## src/rtl/jamma_pkg.sv

```systemverilog
// Shared types and constants for the JAMMA joystick front end.
// Holds the scan FSM encoding, idle bus value and parameter limits.
package jamma_pkg;

   typedef enum logic [1:0] {
      P1_SETTLE = 2'd0,
      P1_SAMPLE = 2'd1,
      P2_SETTLE = 2'd2,
      P2_SAMPLE = 2'd3
   } jmux_state_t;

   localparam logic [7:0] JOY_IDLE = 8'hFF;

   localparam int SETTLE_MIN = 3;
   localparam int SETTLE_MAX = 255;
   localparam int DB_MIN     = 1;
   localparam int DB_MAX     = 15;

endpackage

```

## src/rtl/jamma_joy_mux_if.sv

```systemverilog
// Joystick bundle between the JAMMA edge, keyboard logic and the core.
// master = the mux itself, slave = whatever drives/consumes it.
interface jamma_joy_mux_if;

   logic [7:0] jjoy;
   logic [5:0] kbd_joy;
   logic       jselect;
   logic [7:0] joystick1;
   logic [7:0] joystick2;
   logic       scan_done;

   modport master (
      input  jjoy,
      input  kbd_joy,
      output jselect,
      output joystick1,
      output joystick2,
      output scan_done
   );

   modport slave (
      output jjoy,
      output kbd_joy,
      input  jselect,
      input  joystick1,
      input  joystick2,
      input  scan_done
   );

endinterface

```

## src/rtl/jamma_debounce.sv

```systemverilog
// 8-bit strobe-driven debouncer; a bit flips only after DB_SAMPLES
// consecutive disagreeing samples, any agreeing sample clears its count.
module jamma_debounce
   import jamma_pkg::*;
#(
   parameter int DB_SAMPLES = 4
) (
   input  logic       pclk,
   input  logic       reset,
   input  logic       strobe,
   input  logic [7:0] din,
   output logic [7:0] dout
);

   localparam logic [3:0] DB_LAST = 4'(DB_SAMPLES - 1);

   logic [3:0] cnt [8];

   always_ff @(posedge pclk or posedge reset) begin
      if (reset) begin
         dout <= JOY_IDLE;
         for (int i = 0; i < 8; i++) cnt[i] <= '0;
      end else if (strobe) begin
         for (int i = 0; i < 8; i++) begin
            if (din[i] == dout[i]) begin
               cnt[i] <= '0;
            end else if (cnt[i] == DB_LAST) begin
               dout[i] <= din[i];
               cnt[i]  <= '0;
            end else begin
               cnt[i] <= cnt[i] + 4'd1;
            end
         end
      end
   end

endmodule

```

## src/rtl/jamma_joy_mux.sv

```systemverilog
// Time-multiplexed JAMMA joystick scanner: drives jselect, samples the
// shared bus after a settle window, debounces both players, merges keyboard.
module jamma_joy_mux
   import jamma_pkg::*;
#(
   parameter int SETTLE     = 4,
   parameter int DB_SAMPLES = 4
) (
   input logic             pclk,
   input logic             reset,
   jamma_joy_mux_if.master bus
);

   if (SETTLE < SETTLE_MIN || SETTLE > SETTLE_MAX) begin : g_bad_settle
      $error("jamma_joy_mux: SETTLE out of range");
   end
   if (DB_SAMPLES < DB_MIN || DB_SAMPLES > DB_MAX) begin : g_bad_db
      $error("jamma_joy_mux: DB_SAMPLES out of range");
   end

   localparam logic [7:0] SETTLE_LAST = 8'(SETTLE - 1);

   logic [7:0]  sync1;
   logic [7:0]  jjoy_s;
   jmux_state_t state;
   jmux_state_t state_nxt;
   logic [7:0]  settle_cnt;
   logic [7:0]  deb1;
   logic [7:0]  deb2;
   logic        stb1;
   logic        stb2;

   always_ff @(posedge pclk or posedge reset) begin
      if (reset) begin
         sync1  <= JOY_IDLE;
         jjoy_s <= JOY_IDLE;
      end else begin
         sync1  <= bus.jjoy;
         jjoy_s <= sync1;
      end
   end

   always_comb begin
      state_nxt = state;
      unique case (state)
         P1_SETTLE: if (settle_cnt == SETTLE_LAST) state_nxt = P1_SAMPLE;
         P1_SAMPLE: state_nxt = P2_SETTLE;
         P2_SETTLE: if (settle_cnt == SETTLE_LAST) state_nxt = P2_SAMPLE;
         P2_SAMPLE: state_nxt = P1_SETTLE;
         default:   state_nxt = P1_SETTLE;
      endcase
   end

   // jselect decodes the next state so it is registered yet aligned with state
   always_ff @(posedge pclk or posedge reset) begin
      if (reset) begin
         state         <= P1_SETTLE;
         settle_cnt    <= '0;
         bus.jselect   <= 1'b0;
         bus.scan_done <= 1'b0;
      end else begin
         state         <= state_nxt;
         settle_cnt    <= (state_nxt != state) ? 8'd0 : settle_cnt + 8'd1;
         bus.jselect   <= (state_nxt == P2_SETTLE) || (state_nxt == P2_SAMPLE);
         bus.scan_done <= (state == P2_SAMPLE);
      end
   end

   assign stb1 = (state == P1_SAMPLE);
   assign stb2 = (state == P2_SAMPLE);

   jamma_debounce #(.DB_SAMPLES(DB_SAMPLES)) u_deb1 (
      .pclk   (pclk),
      .reset  (reset),
      .strobe (stb1),
      .din    (jjoy_s),
      .dout   (deb1)
   );

   jamma_debounce #(.DB_SAMPLES(DB_SAMPLES)) u_deb2 (
      .pclk   (pclk),
      .reset  (reset),
      .strobe (stb2),
      .din    (jjoy_s),
      .dout   (deb2)
   );

   always_ff @(posedge pclk or posedge reset) begin
      if (reset) begin
         bus.joystick1 <= JOY_IDLE;
         bus.joystick2 <= JOY_IDLE;
      end else begin
         bus.joystick1 <= deb1 & {2'b11, bus.kbd_joy};
         bus.joystick2 <= deb2;
      end
   end

endmodule

```

## src/flat_wrapper.sv

```systemverilog
// flat-port wrapper written by rule: the top's interface ports become plain ports
module jamma_joy_mux_flat import jamma_pkg::*;
#(
   parameter int SETTLE     = 4,
   parameter int DB_SAMPLES = 4
)
  (pclk, reset, bus_jjoy, bus_kbd_joy, bus_jselect, bus_joystick1, bus_joystick2, bus_scan_done);
  jamma_joy_mux_if bus_i ();
  input logic pclk;
  input logic reset;
  input wire logic [$bits(bus_i.jjoy)-1:0] bus_jjoy;
  input wire logic [$bits(bus_i.kbd_joy)-1:0] bus_kbd_joy;
  output wire logic [$bits(bus_i.jselect)-1:0] bus_jselect;
  output wire logic [$bits(bus_i.joystick1)-1:0] bus_joystick1;
  output wire logic [$bits(bus_i.joystick2)-1:0] bus_joystick2;
  output wire logic [$bits(bus_i.scan_done)-1:0] bus_scan_done;
  assign bus_i.jjoy = bus_jjoy;
  assign bus_i.kbd_joy = bus_kbd_joy;
  assign bus_jselect = bus_i.jselect;
  assign bus_joystick1 = bus_i.joystick1;
  assign bus_joystick2 = bus_i.joystick2;
  assign bus_scan_done = bus_i.scan_done;
  jamma_joy_mux #(.SETTLE(SETTLE), .DB_SAMPLES(DB_SAMPLES)) u_core (.pclk(pclk), .reset(reset), .bus(bus_i));
endmodule
```

## config.mk

```make
export PLATFORM = sky130hd
export DESIGN_NAME = jamma_joy_mux_flat
export DESIGN_NICKNAME = d
export VERILOG_FILES = /design/src/rtl/jamma_pkg.sv /design/src/rtl/jamma_joy_mux_if.sv /design/src/rtl/jamma_debounce.sv /design/src/rtl/jamma_joy_mux.sv /design/src/flat_wrapper.sv
export SDC_FILE = /design/constraint.sdc
export NUM_CORES = 1
export LEC_CHECK = 0
export ABC_CLOCK_PERIOD_IN_PS = 7100
export CAP_MARGIN = 20
export CELL_PAD_IN_SITES_DETAIL_PLACEMENT = 1
export CELL_PAD_IN_SITES_GLOBAL_PLACEMENT = 1
export CORE_MARGIN = 4
export CORE_UTILIZATION = 35
export CTS_CLUSTER_SIZE = 20
export DETAILED_ROUTE_END_ITERATION = 12
export PLACE_DENSITY = 0.7
export REMOVE_ABC_BUFFERS = 1
export SLEW_MARGIN = 20
export SYNTH_ARGS = -nofsm -noshare
export SYNTH_HDL_FRONTEND = slang
export SYNTH_SLANG_ARGS = --single-unit
```

## constraint.sdc

```tcl
create_clock -name pclk -period 7.1 [get_ports pclk]
set_clock_uncertainty 0.05 [all_clocks]
set_input_delay 0.71 -clock pclk [delete_from_list [all_inputs] [get_ports pclk]]
set_output_delay 0.71 -clock pclk [all_outputs]
set_load 0.01 [all_outputs]
```

==> results by group <==
Final layout
  – Commonest non-fill, non-tap cell in the layout: dfrtp_1
  – Design Area, Final: 6780 sq um
  – FILL cells: 1683
  – Commonest cells after routing, fill and taps aside: dfrtp_1 (75), dfstp_2 (48), o21ai_0 (38), clkdlybuf4s50_1 (33), nand2_1 (32)
  – Area growth syn-to-layout: 20.5%
  – N_diodes: 0
  – Share of post-route cells with drive strength above 1: 18.9%
  – NumNets Final: 568
  – Final cell count without fillers: 760

Pwr
  – Leakage: 2.83 nW
  – Pwr dens: 257 nW/um^2
  – Final Power: 1.74 mW
  – IR drop worst, VDD: 178 uV

GRT
  – Pin count of the biggest net entering global routing: 81
  – Antenna violations before repair: 0
  – Total grt overflow: 0
  – First-pass GRT wire length: 19800 microns
  – Vias in the first global route: 4097
  – Gr usage total: 13.7%

Clock tree
  – Resized Gates After CTS: 0
  – Clock latency on the worst-skew pair: 0.42 ns
  – Buffer count from post-CTS setup fixing: 0
  – CTS buffer count: 17
  – Clock Tree Buf Depth: 2
  – CTS tree: done
  – Clk pin slew, worst setup/hold paths: 0.05 ns
  – Clock sink total: 123
  – Clk Tree Root Cell: clkbuf_16
  – H-Tree Depth: 4
  – Hold-fix buffers, CTS: 0

Critical path
  – Worst path max stage delay: 0.53 ns
  – Worst path top cell family by delay: flip-flops
  – Crit path buffers/inverters: 1
  – Arr. time, crit path: 1.48 ns
  – Slowest CP cell: dfstp_2
  – Element type at the critical path end: output port
  – Crit-path max FO: 1
  – Startpoint type of the worst setup path: register
  – Critical path class: reg -> out
  – CP Cell Sequence: clkdlybuf4s50_1
  – Critical path required time: 6.34 ns

Place
  – Cell Area, Placed: 6190 sq um
  – PortBufs: 33
  – Dpl hpwl: 7600 microns
  – GPL Wtd Cong: 0.718
  – Setup WS pre-CTS: 4.39 ns
  – Cells after DPL: 728

Timing
  – Setup Total Neg Slack: 0 ns
  – RSZ-0062 raised after global routing: no
  – Final critical-path share of the clock period: 31.6%
  – Final setup margin: 4.86 ns
  – Final min period: 2.24 ns
  – Final setup vio count: 0
  – Pins over their slew limit: 0
  – Worst-margin pin slew: 0.975 ns
  – Max_slew headroom: 35.0%
  – Max Fclk: 446 MHz
  – Hold Violations, Final: 0

Floorplanning
  – DIE WIDTH: 135 microns
  – I/O pins: 34
  – Full die area: 18200 sq um
  – Core ar.: 15800 sq um
  – Num rows: 46
  – Die Ht: 135 microns
  – Starting Density: 35.5%

Drt
  – DR iter-0 viols: 184
  – WL per Instance: 14.9 microns
  – DR vias: 3822
  – Drt via density: 5.03
  – 1st-pass router iterations: 4
  – Post-route ant nets: 0
  – Drt drc: 0
  – Overall routed net length: 11300 microns

Synth
  – Syn avg cell area: 11.4 sq um
  – Cell taking the most area after synthesis: dfrtp_1
  – Async set-reset flop share out of synthesis: 100%
  – Mapped cell area: 5620 sq um
  – Post-Synthesis Cells: 492
  – Synthesis-stage register bit count: 123
  – Synth Flop Type: dfrtp_1
  – Register area share after synthesis: 55.8%
  – Synth top area cells: dfrtp_1 (33%), dfstp_2 (22%), ha_1 (4.7%), mux2_2 (3.6%), o21ai_0 (3.4%)
  – Distinct cells, synth: 36
  – Post-synth EDFFs: 0
  – Yosys warning total: 0
  – Synth top area share: 33.4%

Min path
  – Worst hold path class: reg -> reg

Run
  – Max_cap viols: 0

Status
  – Status: finished clean
## flip-flops by register name, indices dropped and copies added (netlist names)
signal                cells
u_core.u_deb1.cnt        32
u_core.u_deb2.cnt        32
u_core.bus.joystick1      8
u_core.bus.joystick2      8
u_core.jjoy_s             8
u_core.settle_cnt         8
u_core.sync1              8
u_core.u_deb1.dout        8
u_core.u_deb2.dout        8
u_core.bus.jselect        1
u_core.bus.scan_done      1
u_core.state              1
## final timing paths
path,startpoint,end,slack (ns),depth (start not counted)
min reg2reg,u_core.sync1[0],u_core.jjoy_s[0],0.30,0
max reg2reg,u_core.bus.jselect,u_core.u_deb1.dout[1],5.03,6
max in group asynchronous,reset,u_core.u_deb1.cnt[15],5.26,3
min in group asynchronous,reset,u_core.u_deb1.cnt[5],0.66,2
max,u_core.bus.joystick1[7],bus_joystick1[7],4.86,1
min,u_core.sync1[0],u_core.jjoy_s[0],0.30,0
## cell families after synthesis
family	synth area share (%)
compound gates	12.4
simple gates	15.7
fa+ha+maj	4.67
buf+inv	3.14
flops	55.8
mux	3.78
xor+xnor	4.52
## metrics by stage
stage	utilization, %	hold WS (ns)
2_1_floorplan	-	0.295
3_3_place_gp	39.1	0.296
3_5_place_dp	39.1	0.297
4_1_cts	42.8	0.304
5_1_grt	42.8	0.308
6_report	42.8	0.305
## Yosys cell counts, types with 2 or more instances
cell type and n:
and3_1 14, nor2b_1 2, inv_1 32, nand2_1 32, a21boi_0 6, o2bb2ai_1 21, xor2_1 17, clkbuf_1 14
or3_1 3, a31oi_1 8, nor3b_1 17, and2_1 6, and3b_1 2, nand2b_1 24, nand3b_1 13, o31ai_1 14
mux2_2 18, xnor2_1 12, dfrtp_1 75, nand3_1 25, a211oi_1 3, o22ai_1 9, nand4b_1 2, o21ai_0 38
dfstp_2 48, nor3_1 7, ha_1 21
## where the power goes
part | switching (mW) | internal [mW]
Clock | 0.303 | 0.551
Combinational | 0.0600 | 0.0517
Sequential | 0.0295 | 0.745
## layer usage
layer | part of all wire [%] | global-route usage (%)
met1 | 46 | 16.9
met2 | 50 | 22.8
met3 | 3.0 | 4.36
met4 | 1.7 | 5.03
met5 | 0 | 0
## layout make-up
cell class              instances  area, sq um  area share [%]
multi-input cells             322         2310            34.1
clock buffers                  25          495            7.31
clock inverters                 7         87.6            1.29
flip-flops and latches        123         3140            46.3
well taps                     216          270            3.99
inverters                      32          123            1.81
repair buffers                 35          349            5.15
(Power assumes the default switching activity.)
